$ cat config.mk
export PLATFORM = sky130hd
export DESIGN_NAME = aes_key_sched_ctrl
export DESIGN_NICKNAME = d
export VERILOG_FILES = /design/src/rtl/aes_key_sched_ctrl.sv
export SDC_FILE = /design/constraint.sdc
export NUM_CORES = 2
export LEC_CHECK = 0
export ABC_CLOCK_PERIOD_IN_PS = 37900
export CORE_UTILIZATION = 65
export CTS_BUF_LIST = sky130_fd_sc_hd__clkbuf_2 sky130_fd_sc_hd__clkbuf_4 sky130_fd_sc_hd__clkbuf_8
export DETAILED_ROUTE_END_ITERATION = 10
export PLACE_DENSITY = 0.84
export SLEW_MARGIN = 0
export SYNTH_ARGS = -nofsm -noshare
export SYNTH_HDL_FRONTEND = slang
export SYNTH_SLANG_ARGS = --single-unit
$ cat constraint.sdc
create_clock -name clk -period 37.9 [get_ports clk]
set_input_delay 7.58 -clock clk [delete_from_list [all_inputs] [get_ports clk]]
set_output_delay 7.58 -clock clk [all_outputs]
set_load 0.005 [all_outputs]
$ cat src/rtl/aes_key_sched_ctrl.sv
// aes_key_sched_ctrl
// Sequences AES-128 key expansion around a shared subWord unit. A cipher
// key is accepted on a valid/ready handshake, then round keys 0..10 are
// emitted one per output handshake.
//
// Handshakes: a transfer happens on a rising clk edge where valid and ready
// are both high. The producer holds its data stable and keeps valid high
// until that edge; ready may change freely.
//
// Ports:
//   clk        clock
//   rst        synchronous active-high reset
//   key        cipher key, word0 = key[127:96], byte0 of a word = its MSB byte
//   key_valid  key offered
//   key_ready  idle and able to accept a key
//   rk         current round key, same word/byte order as key
//   rk_idx     round index of rk, 0..10
//   rk_last    rk_idx == 10 while rk_valid
//   rk_valid   rk valid
//   rk_ready   consumer accepts rk
//
// Build option: AES_KEY_SCHED_SERIAL_SBOX_EN replaces the four-lane subWord
// with one sbox walked over the four bytes (SUB lasts 4 cycles instead of 1).
// Ports and round-key values are identical in both builds.
module aes_key_sched_ctrl #(
  parameter int NR = 10
) (
  input  logic         clk,
  input  logic         rst,
  input  logic [127:0] key,
  input  logic         key_valid,
  output logic         key_ready,
  output logic [127:0] rk,
  output logic [3:0]   rk_idx,
  output logic         rk_last,
  output logic         rk_valid,
  input  logic         rk_ready
);

  typedef enum logic [1:0] {S_IDLE, S_SUB, S_EMIT} state_t;

  // Internal state is kept in r_state so a checker can probe it hierarchically.
  state_t      r_state;
  logic [31:0] r_w0, r_w1, r_w2, r_w3;
  logic [3:0]  r_rk_idx;
  logic [7:0]  r_rcon;
  logic        r_key_ready, r_rk_valid, r_rk_last;

  logic [31:0] w_rot, w_sub, w_t;
  logic [31:0] w_n0, w_n1, w_n2, w_n3;
  logic        w_sub_done;

  function automatic logic [7:0] gf_mul(input logic [7:0] a, input logic [7:0] b);
    logic [7:0] p, x;
    p = 8'h00;
    x = a;
    for (int i = 0; i < 8; i++) begin
      if (b[i]) p = p ^ x;
      x = {x[6:0], 1'b0} ^ (x[7] ? 8'h1B : 8'h00);
    end
    return p;
  endfunction

  // Multiplicative inverse as a^254 (a^2 * a^4 * ... * a^128); 0 maps to 0.
  // Followed by the FIPS-197 affine transform.
  function automatic logic [7:0] sbox(input logic [7:0] a);
    logic [7:0] sq, inv;
    sq  = a;
    inv = 8'h01;
    for (int i = 1; i < 8; i++) begin
      sq  = gf_mul(sq, sq);
      inv = gf_mul(inv, sq);
    end
    return inv ^ {inv[6:0], inv[7]} ^ {inv[5:0], inv[7:6]} ^
           {inv[4:0], inv[7:5]} ^ {inv[3:0], inv[7:4]} ^ 8'h63;
  endfunction

  function automatic logic [7:0] xtime(input logic [7:0] v);
    return {v[6:0], 1'b0} ^ (v[7] ? 8'h1B : 8'h00);
  endfunction

  assign w_rot = {r_w3[23:0], r_w3[31:24]};

`ifdef AES_KEY_SCHED_SERIAL_SBOX_EN
  logic [1:0]  r_cnt;
  logic [23:0] r_sub;    // sbox results of bytes 0..2, byte0 in the MSBs
  logic [7:0]  w_sbox_in, w_sbox_out;

  always_comb begin
    w_sbox_in = w_rot[31:24];
    case (r_cnt)
      2'd0:    w_sbox_in = w_rot[31:24];
      2'd1:    w_sbox_in = w_rot[23:16];
      2'd2:    w_sbox_in = w_rot[15:8];
      default: w_sbox_in = w_rot[7:0];
    endcase
  end

  assign w_sbox_out = sbox(w_sbox_in);
  // Byte 3 goes straight from the sbox into the word update on the last beat.
  assign w_sub      = {r_sub, w_sbox_out};
  assign w_sub_done = (r_cnt == 2'd3);
`else
  assign w_sub = {sbox(w_rot[31:24]), sbox(w_rot[23:16]),
                  sbox(w_rot[15:8]),  sbox(w_rot[7:0])};
  assign w_sub_done = 1'b1;
`endif

  // Next round key: the four words chain through each other's new value.
  assign w_t  = w_sub ^ {r_rcon, 24'h000000};
  assign w_n0 = r_w0 ^ w_t;
  assign w_n1 = r_w1 ^ w_n0;
  assign w_n2 = r_w2 ^ w_n1;
  assign w_n3 = r_w3 ^ w_n2;

  always_ff @(posedge clk) begin
    if (rst) begin
      r_state     <= S_IDLE;
      r_key_ready <= 1'b1;
      r_rk_valid  <= 1'b0;
      r_rk_last   <= 1'b0;
      r_rk_idx    <= 4'd0;
      r_rcon      <= 8'h01;
      r_w0        <= '0;
      r_w1        <= '0;
      r_w2        <= '0;
      r_w3        <= '0;
`ifdef AES_KEY_SCHED_SERIAL_SBOX_EN
      r_cnt       <= 2'd0;
      r_sub       <= '0;
`endif
    end else begin
      case (r_state)
        S_IDLE: begin
          if (key_valid) begin
            r_w0        <= key[127:96];
            r_w1        <= key[95:64];
            r_w2        <= key[63:32];
            r_w3        <= key[31:0];
            r_rk_idx    <= 4'd0;
            r_rcon      <= 8'h01;
            r_key_ready <= 1'b0;
            r_rk_valid  <= 1'b1;
            r_rk_last   <= 1'b0;
            r_state     <= S_EMIT;
          end
        end
        S_EMIT: begin
          if (rk_ready) begin
            r_rk_valid <= 1'b0;
            r_rk_last  <= 1'b0;
            if (r_rk_idx == 4'(NR)) begin
              r_key_ready <= 1'b1;
              r_state     <= S_IDLE;
            end else begin
`ifdef AES_KEY_SCHED_SERIAL_SBOX_EN
              r_cnt <= 2'd0;
`endif
              r_state <= S_SUB;
            end
          end
        end
        S_SUB: begin
          if (w_sub_done) begin
            r_w0       <= w_n0;
            r_w1       <= w_n1;
            r_w2       <= w_n2;
            r_w3       <= w_n3;
            r_rk_idx   <= r_rk_idx + 4'd1;
            r_rcon     <= xtime(r_rcon);
            r_rk_valid <= 1'b1;
            r_rk_last  <= (r_rk_idx == 4'(NR - 1));
            r_state    <= S_EMIT;
          end
`ifdef AES_KEY_SCHED_SERIAL_SBOX_EN
          else begin
            r_cnt <= r_cnt + 2'd1;
            case (r_cnt)
              2'd0:    r_sub[23:16] <= w_sbox_out;
              2'd1:    r_sub[15:8]  <= w_sbox_out;
              default: r_sub[7:0]   <= w_sbox_out;
            endcase
          end
`endif
        end
        default: r_state <= S_IDLE;
      endcase
    end
  end

  assign key_ready = r_key_ready;
  assign rk        = {r_w0, r_w1, r_w2, r_w3};
  assign rk_idx    = r_rk_idx;
  assign rk_last   = r_rk_last;
  assign rk_valid  = r_rk_valid;

endmodule
# [Yosys cells after proc, flatten, opt, wreduce, memory -nomap -nowiden]
# Index checks and enable logic that the tools add are counted.
# W data, S select, Z words.
[op_classes] n_addsub=1 n_eq_ne=7 mux=837 bitwise_logic=782 reduce_logical=8
[ops] operator="$mux W8" n=421
[ops] operator="$xor A8 B8 Y8" n=380
[ops] operator="$xor A8 B5 Y8" n=365
[ops] operator="$mux W5" n=369
[ops] operator="$pmux W32 S2" n=4
[ops] operator="$xor A32 B32 Y32" n=5
[ops] operator="$mux W32" n=4
[ops] operator="$mux W7" n=4
[ops] operator="$not A1 Y1 const A" n=28
[ops] operator="$mux W6" n=4
[ops] operator="$mux W4" n=5
[ops] operator="$not A4 Y4" n=4
[ops] operator="$pmux W8 S2" n=1
[ops] operator="$mux W2" n=6
[ops] operator="$mux W3" n=4
[ops] operator="$mux W1" n=10
[ops] operator="$eq A4 B4 Y1 const B" n=2
[ops] operator="$pmux W4 S2" n=1
[ops] operator="$ne A2 B2 Y1 const B" n=3
[ops] operator="$pmux W1 S3" n=2
[ops] operator="$pmux W2 S3" n=1
[ops] operator="$add A4 B1 Y4 const B" n=1
[ops] operator="$reduce_and A2 Y1" n=2
[ops] operator="$reduce_and A4 Y1" n=1
[ops] operator="other kinds (7)" n=8
[totals] register_bits=145 inputBits=132 out_inout_bits=135 wordCells=1645

# [Longest topological paths before layout]
[logic_depth] ltp_word=138 mapped_depth=67 mapped_depth_nobuf=56

# [Worst setup path before layout]
# No wires, ideal clock.
[synth_timing] kind="flip-flop to flip-flop" from="reg r_w3[16]" to="reg r_w3[26]" setup_time_ps=87 arrival_ps=15529 required_time_ps=37813 path_slack_ps=22284 stages_incl_launch_ff=60 path_buffers=5 period_less_slack_ps=15616 cell_sequence="dfxtp_1 > ha_1 > mux2i_1 > xnor3_2 > xnor2_4 > xnor2_4 > ha_1 > clkbuf_1 > xnor3_1 > clkbuf_1 > nor2_1 > xnor2_2 > xnor2_2 > inv_2 > ha_1 > nand2_1 > xor2_1 > xnor2_1 > [24 not listed] > xnor3_1 > xnor2_1 > xnor2_1 > or4_1 > and2_1 > buf_6 > nor2_1 > xnor2_1 > xnor3_1 > xor2_1 > xnor3_1 > xor2_2 > xnor2_4 > xor2_2 > xnor2_1 > xnor2_1 > xnor2_1 > a221oi_2"
[synth_between] elab_chain_cells=134 elab_cells_between_ends=388 classes_between="mux: 197; bitwise: 191"
[synth_rtl] element="from (decl)" line="44" source="logic [31:0] r_w0, r_w1, r_w2, r_w3;"
[synth_rtl] element="from (signal assigned)" line="139" source="r_w3 <= key[31:0];"
[synth_rtl] element="from (signal assigned)" line="168" source="r_w3 <= w_n3;"
[synth_rtl] element="$mux W8" line="58" source="if (b[i]) p = p ^ x;"
[synth_rtl] element="$xor A8 B8 Y8" line="58"
[synth_rtl] element="$mux W8" line="58"
[synth_rtl] element="$xor A8 B8 Y8" line="58"
[synth_rtl] element="$mux W8" line="58"
[synth_rtl] element="$xor A8 B8 Y8" line="58"
[synth_rtl] element="$mux W8" line="58"
[synth_rtl] element="$xor A8 B8 Y8" line="58"
[synth_rtl] element="[116 not listed]"
[synth_rtl] element="$xor A8 B8 Y8 (3 in series)" line="74" source="return inv ^ {inv[6:0], inv[7]} ^ {inv[5:0], inv[7:6]} ^"
[synth_rtl] element="$xor A8 B8 Y8 (*)" line="75" source="{inv[4:0], inv[7:5]} ^ {inv[3:0], inv[7:4]} ^ 8'h63;"
[synth_rtl] element="$xor A32 B32 Y32 (*)" line="110" source="assign w_t = w_sub ^ {r_rcon, 24'h000000};"
[synth_rtl] element="$xor A32 B32 Y32 (*)" line="111" source="assign w_n0 = r_w0 ^ w_t;"
[synth_rtl] element="$xor A32 B32 Y32 (*)" line="112" source="assign w_n1 = r_w1 ^ w_n0;"
[synth_rtl] element="$xor A32 B32 Y32 (*)" line="113" source="assign w_n2 = r_w2 ^ w_n1;"
[synth_rtl] element="$xor A32 B32 Y32 (*)" line="114" source="assign w_n3 = r_w3 ^ w_n2;"
[synth_rtl] element="$pmux W32 S2 (*)" line="133" source="case (r_state)"
# Every way passes the cells marked *; elsewhere a longest branch is shown, timed or not.
# A chain may end at the register's enable or synchronous reset.

# [Final worst setup path]
[layout_timing] from="reg r_w3[7]" to="reg r_w3[9]"
[layout_between] elab_chain_cells=135 elab_cells_between_ends=392 classes_between="mux: 200; bitwise: 192"
[layout_rtl] element="$mux W5 / $mux W8 (equally long branches)" line="59, 58"
[layout_rtl] element="$xor A8 B5 Y8 / $xor A8 B8 Y8 (equally long branches)" line="59, 58"
[layout_rtl] element="$xor A8 B8 Y8 / $mux W8 (equally long branches)" line="58"
[layout_rtl] element="$mux W8 / $xor A8 B8 Y8 (equally long branches)" line="58"
[layout_rtl] element="$xor A8 B8 Y8 / $mux W8 (equally long branches)" line="58"
[layout_rtl] element="$mux W8 / $xor A8 B8 Y8 (equally long branches)" line="58"
[layout_rtl] element="$xor A8 B8 Y8 / $mux W8 (equally long branches)" line="58"
[layout_rtl] element="$mux W8 / $xor A8 B8 Y8 (equally long branches)" line="58"
[layout_rtl] element="[119 not listed]"
[layout_rtl] element="$xor A8 B8 Y8 (*)" line="75"
[layout_rtl] element="$not A4 Y4 (no line) (*)"
[layout_rtl] element="$xor A32 B32 Y32 (*)" line="110"
[layout_rtl] element="$xor A32 B32 Y32 (*)" line="111"
[layout_rtl] element="$xor A32 B32 Y32 (*)" line="112"
[layout_rtl] element="$xor A32 B32 Y32 (*)" line="113"
[layout_rtl] element="$xor A32 B32 Y32 (*)" line="114"
[layout_rtl] element="$pmux W32 S2 (*)" line="133"
# Marked as above.

==> impl_metrics.json <==
{
  "status": "finished, final reports clean",
  "rsz0062_at_grt": "false",
  "globalRouteMet2Util_pct": 62.25,
  "final_common_cell": "xnor2_1",
  "root_buffer": "clkbuf_8",
  "drtIter0Drc": 9024,
  "ant_nets": 0,
  "use_met1_pct": 53.51,
  "finalCriticalPeriod_ps": 20820,
  "cp_max_fo": 31,
  "cts_buffer_depth": 2,
  "gr-total-overflow": 0,
  "core.rowCount": 115,
  "cp_data_arrival_time_ps": 21290,
  "fin_crit_sh_pct": 54.93,
  "ys_warn_count": 0,
  "grt_use_met3_pct": 9.137,
  "dp_hpwl_microns": 154000,
  "syn-cell-area_sq_um": 64640,
  "antenna_found_initial": 14,
  "post_drt_via_cell_ratio": 6.534,
  "synth_nets": 8795,
  "gp_congestion": 1.012,
  "clkLatencyLatePin_ps": 540,
  "worst_slew_pin_slew_ps": 1258,
  "drt_wl_total_microns": 210100,
  "clkTransAtPathRegs_ps": 90,
  "dieArea_sq_um": 100700,
  "final_nets": 8727,
  "fin_area_sq_um": 69040,
  "wl_per_cell_microns": 21.26,
  "placed_cell_area_sq_um": 68610,
  "ys_types": 114,
  "synth_edf_count": 0,
  "drc": 0,
  "start_util_pct": 65.68,
  "start_kind": "register",
  "synthCells": 8641,
  "grtUsageTotal_pct": 40.14,
  "cp.required_ps": 38370,
  "min_path_type": "register to register",
  "cts.sinks": 145,
  "first_pass_iters": 7,
  "ios": 267,
  "slew_viol_final": 0,
  "cpPeakStageDelay_ps": 970,
  "final_cell_mix": "xnor2_1, nor2_1, nand2_1, a21oi_1, xor2_1",
  "ys_seq_elements": 145,
  "dieWidth_microns": 317.3,
  "setup_tns_ps": 0,
  "grt.busiest_layer": "met2",
  "cts_resized": 0,
  "core-area_sq_um": 98420,
  "area_growth_pct": 6.804,
  "worstSetupPathType": "register to register",
  "postSynthAreaPerCell_sq_um": 7.480,
  "synth_ff_type": "dfxtp_1",
  "maxCapViolCount": 0,
  "cts_buffers": 17,
  "grt_max_degree": 82,
  "grt_pass1_vias": 59250,
  "vias": 64560,
  "hold_violations": 0,
  "slowest_stage": "xnor3_1",
  "hold_buffers": 0,
  "dieHeight_microns": 317.3,
  "worst_setup_path_end_kind": "register",
  "setup_viol": 0,
  "relSlewSlack_pct": 15.53,
  "crit_path_frequent_cell": "xnor2_1",
  "clock_skew_ps": 21.66,
  "cts_tree": "done",
  "whs_ps": 481.5,
  "grt_pass1_wl_microns": 328600,
  "post_cts_buffers": 0,
  "portBuffers": 266,
  "fmax_ghz": 0.04804,
  "drive_gt1_share_pct": 7.745,
  "synthArstFlopShare_pct": 0,
  "ys_seq_area_share_pct": 4.491,
  "htree_num_levels": 4
}
worst max-delay path, delay by kind of cell, from the launching register on:
family          cells  cell delay [ps]
fa+ha+maj           3             1820
mux                 1              260
flops               1              910
compound gates      7             2310
xor+xnor           30            11970
simple gates        7             1390
buf+inv             5             1980
kinds of logic after synthesis:
kind of cell | synth area share, %
mux | 3.993
buf+inv | 4.502
flops | 4.491
simple gates | 20.57
fa+ha+maj | 0.5188
compound gates | 17.09
xor+xnor | 48.84
per-stage QoR:
stage / util [%] / instances / worst slack [ps]
2_1_floorplan: - / 8641 / 22280
3_3_place_gp: 69.71 / 9841 / 17730
3_5_place_dp: 69.71 / 9841 / 17580
4_1_cts: 70.13 / 9873 / 17440
5_1_grt: 70.14 / 9877 / 16000
6_report: 70.14 / 9880 / 17080
final timing paths:
kind	startpoint	to	slack, ps	cells after the start
min	rk_last	rk_last	480	2
min reg2reg	rk_last	rk_last	480	2
max reg2reg	r_w3[7]	r_w3[9]	17080	53
max	r_w3[7]	r_w3[9]	17080	53
state kept, by name, summed over array words and instances (netlist names):
signal / count
r_w0: 32
r_w1: 32
r_w2: 32
r_w3: 32
r_rcon: 8
rk_idx: 4
r_state: 2
key_ready: 1
rk_last: 1
rk_valid: 1
synthesized netlist by cell type (53+ instances only):
cell type / n / area, sq um
a31oi_1: 79 / 494.2
buf_2: 138 / 690.7
a211oi_1: 124 / 930.9
mux2i_1: 193 / 1932
xnor3_1: 308 / 6937
nand3_1: 197 / 986.0
xnor2_1: 1773 / 15530
o22ai_1: 151 / 944.7
dfxtp_1: 145 / 2903
xor3_1: 63 / 1498
clkbuf_1: 391 / 1468
xnor2_2: 91 / 1480
nand2b_1: 70 / 437.9
a22oi_1: 67 / 503.0
o21ai_0: 363 / 1817
nor3_1: 284 / 1421
a21oi_1: 436 / 2182
o211ai_1: 53 / 397.9
nor2_1: 1283 / 4816
or3_1: 57 / 356.6
inv_1: 69 / 259.0
xor2_1: 443 / 3880
nand2_1: 828 / 3108
nor2b_1: 69 / 431.7
cell type report:
| type | instances | area (sq um) |
|---|---|---|
| Multi-Input combinational cell | 7809 | 59240 |
| Sequential cell | 145 | 2907 |
| Clock buffer | 18 | 247.7 |
| Timing Repair Buffer | 514 | 4526 |
| Fill cell | 8059 | 29380 |
| Antenna cell | 7 | 17.52 |
| Tap cell | 1287 | 1610 |
| Clock inverter | 14 | 161.4 |
| Inverter | 86 | 324.1 |
per-layer routing:
layer / routed length, microns / share of wire (%)
met4: 9110 / 4.3
met2: 92360 / 44
met3: 25920 / 12
met5: 93 / 0.044
met1: 82600 / 39
Power is not shown: default switching activity piles up to over one toggle a cycle in this logic, so the estimate is an artifact.
